==> src/rtl/frogger_vga_out.sv <==
// frogger_vga_out
// Display-side end of the Frogger video path. Generates the VGA raster
// (DrawX/DrawY) for the renderer, maps the renderer's 6-bit colorcode
// through the game palette and drives registered sync/blank/RGB to the DAC.
//
// Ports:
//   Clk          system clock (50 MHz)
//   Reset        synchronous, active-high
//   colorcode    palette index from the renderer (combinational on DrawX/DrawY)
//   DrawX, DrawY current pixel / line counters
//   VGA_CLK      pixel clock to the DAC (Clk/2)
//   VGA_HS/VS    active-low syncs
//   VGA_BLANK_N  high in the visible region
//   VGA_R/G/B    8-bit pixel colour
//   frame_start  one-Clk pulse when the raster wraps to (0,0)
module frogger_vga_out #(
    parameter int H_VISIBLE = 640,
    parameter int H_FRONT   = 16,
    parameter int H_SYNC    = 96,
    parameter int H_BACK    = 48,
    parameter int V_VISIBLE = 480,
    parameter int V_FRONT   = 10,
    parameter int V_SYNC    = 2,
    parameter int V_BACK    = 33
) (
    input  logic       Clk,
    input  logic       Reset,
    input  logic [5:0] colorcode,
    output logic [9:0] DrawX,
    output logic [9:0] DrawY,
    output logic       VGA_CLK,
    output logic       VGA_HS,
    output logic       VGA_VS,
    output logic       VGA_BLANK_N,
    output logic [7:0] VGA_R,
    output logic [7:0] VGA_G,
    output logic [7:0] VGA_B,
    output logic       frame_start
);

    localparam int H_TOTAL = H_VISIBLE + H_FRONT + H_SYNC + H_BACK;
    localparam int V_TOTAL = V_VISIBLE + V_FRONT + V_SYNC + V_BACK;

    localparam logic [9:0] H_LAST   = 10'(H_TOTAL - 1);
    localparam logic [9:0] V_LAST   = 10'(V_TOTAL - 1);
    localparam logic [9:0] H_VIS    = 10'(H_VISIBLE);
    localparam logic [9:0] V_VIS    = 10'(V_VISIBLE);
    localparam logic [9:0] HS_FIRST = 10'(H_VISIBLE + H_FRONT);
    localparam logic [9:0] HS_LAST  = 10'(H_VISIBLE + H_FRONT + H_SYNC - 1);
    localparam logic [9:0] VS_FIRST = 10'(V_VISIBLE + V_FRONT);
    localparam logic [9:0] VS_LAST  = 10'(V_VISIBLE + V_FRONT + V_SYNC - 1);

    logic       pix_en;
    logic [9:0] h_cnt;
    logic [9:0] v_cnt;
    logic       h_wrap;
    logic       v_wrap;
    logic       visible;
    logic       hs_act;
    logic       vs_act;
    logic [23:0] pal_rgb;
    logic [23:0] rgb_q;

    // Pixel enable: one pixel every two Clk. Reset leaves it at 0, so the
    // first counter advance lands on the second edge after Reset drops.
    always_ff @(posedge Clk) begin
        if (Reset) pix_en <= 1'b0;
        else       pix_en <= ~pix_en;
    end

    assign h_wrap = (h_cnt == H_LAST);
    assign v_wrap = (v_cnt == V_LAST);

    always_ff @(posedge Clk) begin
        if (Reset) begin
            h_cnt <= '0;
            v_cnt <= '0;
        end else if (pix_en) begin
            if (h_wrap) begin
                h_cnt <= '0;
                v_cnt <= v_wrap ? 10'd0 : v_cnt + 10'd1;
            end else begin
                h_cnt <= h_cnt + 10'd1;
            end
        end
    end

    // High only on the edge that moves the raster from the last pixel of the
    // frame to (0,0); pix_en is low on the next edge, so it clears itself.
    always_ff @(posedge Clk) begin
        if (Reset) frame_start <= 1'b0;
        else       frame_start <= pix_en & h_wrap & v_wrap;
    end

    always_comb begin
        visible = (h_cnt < H_VIS) && (v_cnt < V_VIS);
        hs_act  = (h_cnt >= HS_FIRST) && (h_cnt <= HS_LAST);
        vs_act  = (v_cnt >= VS_FIRST) && (v_cnt <= VS_LAST);
    end

    // Game palette; indices above 10 are black.
    always_comb begin
        pal_rgb = 24'h000000;
        case (colorcode)
            6'd0:    pal_rgb = 24'hffffff;
            6'd1:    pal_rgb = 24'h000000;
            6'd2:    pal_rgb = 24'h27b212;
            6'd3:    pal_rgb = 24'hd80222;
            6'd4:    pal_rgb = 24'h5db1f0;
            6'd5:    pal_rgb = 24'hf1ff0a;
            6'd6:    pal_rgb = 24'hb2b2b0;
            6'd7:    pal_rgb = 24'hf27a00;
            6'd8:    pal_rgb = 24'h663300;
            6'd9:    pal_rgb = 24'h8600b3;
            6'd10:   pal_rgb = 24'h000066;
            default: pal_rgb = 24'h000000;
        endcase
    end

    // Output register: captures decodes of the pixel being left on the
    // advancing edge, so sync/blank/RGB trail DrawX/DrawY by one pixel and
    // stay aligned with one another.
    always_ff @(posedge Clk) begin
        if (Reset) begin
            VGA_HS      <= 1'b1;
            VGA_VS      <= 1'b1;
            VGA_BLANK_N <= 1'b0;
            rgb_q       <= '0;
        end else if (pix_en) begin
            VGA_HS      <= ~hs_act;
            VGA_VS      <= ~vs_act;
            VGA_BLANK_N <= visible;
            rgb_q       <= visible ? pal_rgb : 24'h000000;
        end
    end

    assign VGA_R   = rgb_q[23:16];
    assign VGA_G   = rgb_q[15:8];
    assign VGA_B   = rgb_q[7:0];
    assign VGA_CLK = ~pix_en;
    assign DrawX   = h_cnt;
    assign DrawY   = v_cnt;

endmodule

==> config.mk <==
export PLATFORM = sky130hd
export DESIGN_NAME = frogger_vga_out
export DESIGN_NICKNAME = d
export VERILOG_FILES = /design/src/rtl/frogger_vga_out.sv
export SDC_FILE = /design/constraint.sdc
export NUM_CORES = 1
export LEC_CHECK = 0
export ABC_AREA = 1
export ABC_CLOCK_PERIOD_IN_PS = 4800
export CORE_ASPECT_RATIO = 0.8
export CORE_UTILIZATION = 50
export CTS_CLUSTER_DIAMETER = 40
export DETAILED_ROUTE_END_ITERATION = 10
export DONT_BUFFER_PORTS = 1
export SKIP_CTS_REPAIR_TIMING = 1
export SLEW_MARGIN = 10
export SYNTH_ARGS = -nofsm -noshare
export SYNTH_HDL_FRONTEND = slang
export SYNTH_SLANG_ARGS = --single-unit
==> constraint.sdc <==
create_clock -name Clk -period 4.8 [get_ports Clk]
set_clock_uncertainty 0.2 [all_clocks]
set_input_delay 0.96 -clock Clk [delete_from_list [all_inputs] [get_ports Clk]]
set_output_delay 0.96 -clock Clk [all_outputs]
set_load 0.05 [all_outputs]
## After elaboration in Yosys (flattened, before gate mapping)

Memory sizes are Yosys's and may differ from the RTL's.
Cells that the tools add are included.

- Bits in registers: 49
- ROM bits: 384
- Input port bits: 8
- Output and inout port bits: 49
- Memories kept: 1

Memory list:

| name | depth | bits a word | read ports | clocked after Yosys merged registers in | write ports | line | source |
|---|---|---|---|---|---|---|---|
| (name not given) | 16 | 24 | 1 | 0 | 0 | 104 | `case (colorcode)` |

- Add/subtract/negate cells: 2
- Magnitude comparators: 6
- Equality and inequality tests: 2
- Multiplexer cells: 4
- Bitwise logic cells: 5
- Reductions and logical operators: 5

Operators with widths:

| cell | number |
|---|---|
| $mux W24 | 2 |
| $add A10 B1 Y10 const B | 2 |
| $eq A10 B10 Y1 const B | 2 |
| $mux W10 | 2 |
| $ge A10 B10 Y1 const B | 1 |
| $ge A10 B9 Y1 const B | 1 |
| $le A10 B10 Y1 const B | 1 |
| $le A10 B9 Y1 const B | 1 |
| $lt A10 B10 Y1 const B | 1 |
| $lt A10 B9 Y1 const B | 1 |
| $logic_and A1 B1 Y1 | 3 |
| $not A1 Y1 | 3 |
| $and A1 B1 Y1 | 2 |
| $logic_not A2 Y1 | 1 |
| $reduce_and A2 Y1 | 1 |

## Longest topological paths before layout

- Word-level depth: 3
- Gate-level depth with buffers: 10
- Mapped depth without buffers: 10

## Least setup slack after synthesis

No wires, ideal clock.

- Path type: input to register
- From: in colorcode[0]
- To: reg rgb_q[23]
- Data arrival time: 1.919 ns
- Slack: 2.607 ns
- Cell stages on the path: 6
- Path buffers: 0
- Path through: inv_1 ha_1 nand2_1 a21oi_1 or2_2 o21ai_0

- Longest elaborated chain between the ends: 3

Ends and longest elaborated chain:

| item | line | source |
|---|---|---|
| start, declared | 28 | `input logic [5:0] colorcode,` |
| $mem_v2 Z16 W24 | - |  |
| $mux W24 | 104 |  |
| $mux W24 | 133 | `rgb_q <= visible ? pal_rgb : 24'h000000;` |
| end signal, assigned | 133 |  |
| end, declared | 62 | `logic [23:0] rgb_q;` |

No other way between the ends.
A chain may end at the register's enable or synchronous reset.

## Final worst setup path

- From: reg h_cnt[1] (netlist: DrawX[1])
- To: reg h_cnt[7] (netlist: DrawX[7])

- Longest elaborated chain between the ends: 2

Ends and longest elaborated chain:

| item | line | source |
|---|---|---|
| start, declared | 54 | `logic [9:0] h_cnt;` |
| start signal, assigned | 83 | `h_cnt <= h_cnt + 10'd1;` |
| $add A10 B1 Y10 / $eq A10 B10 Y1 (equally long branches) | 83, 71 |  |
| $mux W10 (*) | 79 | `if (h_wrap) begin` |

Mark *: on every way between the ends. The rest lies on a longest branch, timed or not.

==> metrics.txt <==
most frequent cells in the layout=nand2_1 (94), dfxtp_1 (46), nor2_1 (46), inv_1 (38), o21ai_0 (23); EDFF count, synth=0; family with the most delay on the worst path=simple AND/OR/NAND/NOR gates; TritonCTS clock tree=built; nets=369; Seq cells post-synth=46; final worst path period share=0.544; Die Y=64.2 um; via count=2,170; status=complete, no violations; routed vias/inst=5.28; largest net degree at the start of global routing=23; Inserted Clock Buffers=5; post-detailed-routing wire length=5.83 mm; Pwr Density=296 mW/mm^2; first-pass GRT wire length=9.29 mm; Final ANT Viol Nets=0; drt pass-1 iters=4; GR Overflow Total=0; Final GP Congestion=0.852; # DRC=0; Synth async-reset ratio=0; hpwl dp=4.27 mm; Main synth FF type=dfxtp_1; Row Count=22; Sw Ratio=0.262; reg-to-reg slack, setup=2.19 ns; ratio of cells with drive above 1 in the final layout=0.0570; Worst Path Max Fanout=11; clock power share=0.382; initial antenna violation count=0; syn nets=373; WS Path Type=register to register; Critical Path AT=2.61 ns; Post-Syn Area per Cell=6.84 sq um; Max-Cap Viols=0; commonest non-fill, non-tap cell in the layout=nand2_1; number of DRC markers in iteration 0=157; final hold violations=0; Die Width=79.8 um; CP peak stage delay=0.70 ns; total power=753 uW; I/O pins=57; CP max stage cell=dfxtp_1; Cell Area, Placed=0.00243 sq mm; Ant. Diodes=0; Reg clk slew, reported paths=0.08 ns; CP required=4.80 ns; Pint=555 uW; CP cell instances=ha_1 > nand3_1 > nor2_1 > nand3_1 > nand2_1 > inv_1 > o21ai_0 > nor2_1; VDD IR max=0.142 mV; worst path bufs/invs=1; total die area=0.00512 sq mm; Clk Latency, worst-skew pair=0.30 ns; crit path time final=2.61 ns; Finished Core Util=0.550; Seq/Total Area, Yosys=0.381; startpoint types=register; Distinct cells, synth=36; core area=0.00462 sq mm; Peak Freq=383 MHz; Port Buffer Count=0; static leakage power=1.05 nW; Sw Pwr=197 uW; WL per Instance=14.2 um; Tightest Pin Transition=0.997 ns; Mapped Area=0.00242 sq mm; Logic pwr share=0.068; Reg power frac=0.550; Design Area, Final=0.00254 sq mm; H-tree Lvls=2; max-slew violation count=0; Clock Tree Buf Depth=2; Gate Count Post-Synth=354; RSZ-0062 raised after global routing=no; clk root buf=clkbuf_8; Initial Utilization=0.523; Fin Setup TNS=0 ns; Area Overhead vs Synth=5.07%; Setup violations, final=0; Worst Hold Class=register to register; Yosys warning count=0; Worst setup EP type=register; Sink Count=46; vias in the first global route=1,878; Max transition margin=0.334; Overall Global Routing Usage=0.236
layout make-up:
cell class	count	area (sq um)
repair buffers	1	7.51
clock buffers	5	68.8
fillers	470	2080
multi-input cells	256	1280
clock inverters	3	40.0
flip-flops and latches	46	921
well taps	60	75.1
inverters	40	150
cell families (layout without fill, tap and decap cells):
group	after synthesis	count (layout)	synth area share
adder cells (fa/ha/maj)	11	11	0.0569
flip-flops	46	46	0.381
AO/OA/AOI/OAI	51	51	0.113
buffers and inverters	52	49	0.0905
XOR/XNOR	5	5	0.0181
AND/OR/NAND/NOR	189	189	0.341
registers in the layout, summed over array words and instances (netlist names):
name         cells
DrawX           10
VGA_HS           1
VGA_VS           1
VGA_BLANK_N      1
pix_en           1
frame_start      1
rgb_q           21
DrawY           10
power groups by stage:
stage | sequential, mW | combinational, mW | clock, mW
floorplan | 0.420 | 0.0440 | 0
global placement | 0.423 | 0.0509 | 0
detailed placement | 0.423 | 0.0506 | 0
CTS | 0.414 | 0.0510 | 0.296
global route | 0.415 | 0.0570 | 0.308
finish | 0.414 | 0.0513 | 0.287
layer usage:
layer / global-route usage / vias to the layer above / wire (um)
met5: 0 / - / 0
met2: 0.304 / 86 / 2260
li1: - / 1124 / -
met4: 0.0737 / 0 / 38
met1: 0.367 / 956 / 3050
met3: 0.0657 / 4 / 478
path summary, 6_finish.rpt:
check	from	endpoint	depth (start not counted)
setup / recovery	DrawX[1]	DrawX[7]	8
hold reg to reg	pix_en	rgb_q[19]	2
setup reg to reg	DrawX[1]	DrawX[7]	8
hold / removal	pix_en	rgb_q[19]	2
stage by stage:
step / instances / hold slack [ns] / setup WS (ns)
global placement: 403 / 0.432 / 2.30
detailed placement: 403 / 0.434 / 2.22
finish: 411 / 0.452 / 2.19
global route: 411 / 0.493 / 1.97
CTS: 411 / 0.446 / 2.19
floorplan: 354 / 0.331 / 2.61
worst min-delay path: stages, from the launching register on:
cell and delay [ns]:
dfxtp_1 0.40, nand3_1 0.15, a21oi_1 0.07
cells in the mapped netlist, types with 2 or more instances:
| cell | instances | area (sq um) |
|---|---|---|
| o22ai_1 | 2 | 12.5 |
| nor2_2 | 3 | 18.8 |
| xnor2_1 | 2 | 17.5 |
| nand4_1 | 8 | 50.1 |
| nand2_1 | 94 | 353 |
| inv_1 | 38 | 143 |
| dfxtp_1 | 46 | 921 |
| nand3_1 | 18 | 90.1 |
| o21ai_0 | 23 | 115 |
| nor2_1 | 46 | 173 |
| ha_1 | 11 | 138 |
| nand3b_1 | 2 | 15.0 |
| o21ai_1 | 2 | 10.0 |
| xor2_1 | 3 | 26.3 |
| buf_4 | 4 | 30.0 |
| a21oi_1 | 19 | 95.1 |
| nor3_1 | 9 | 45.0 |
| clkbuf_1 | 5 | 18.8 |
| inv_2 | 2 | 7.51 |
Power figures use the tool's default switching activity.
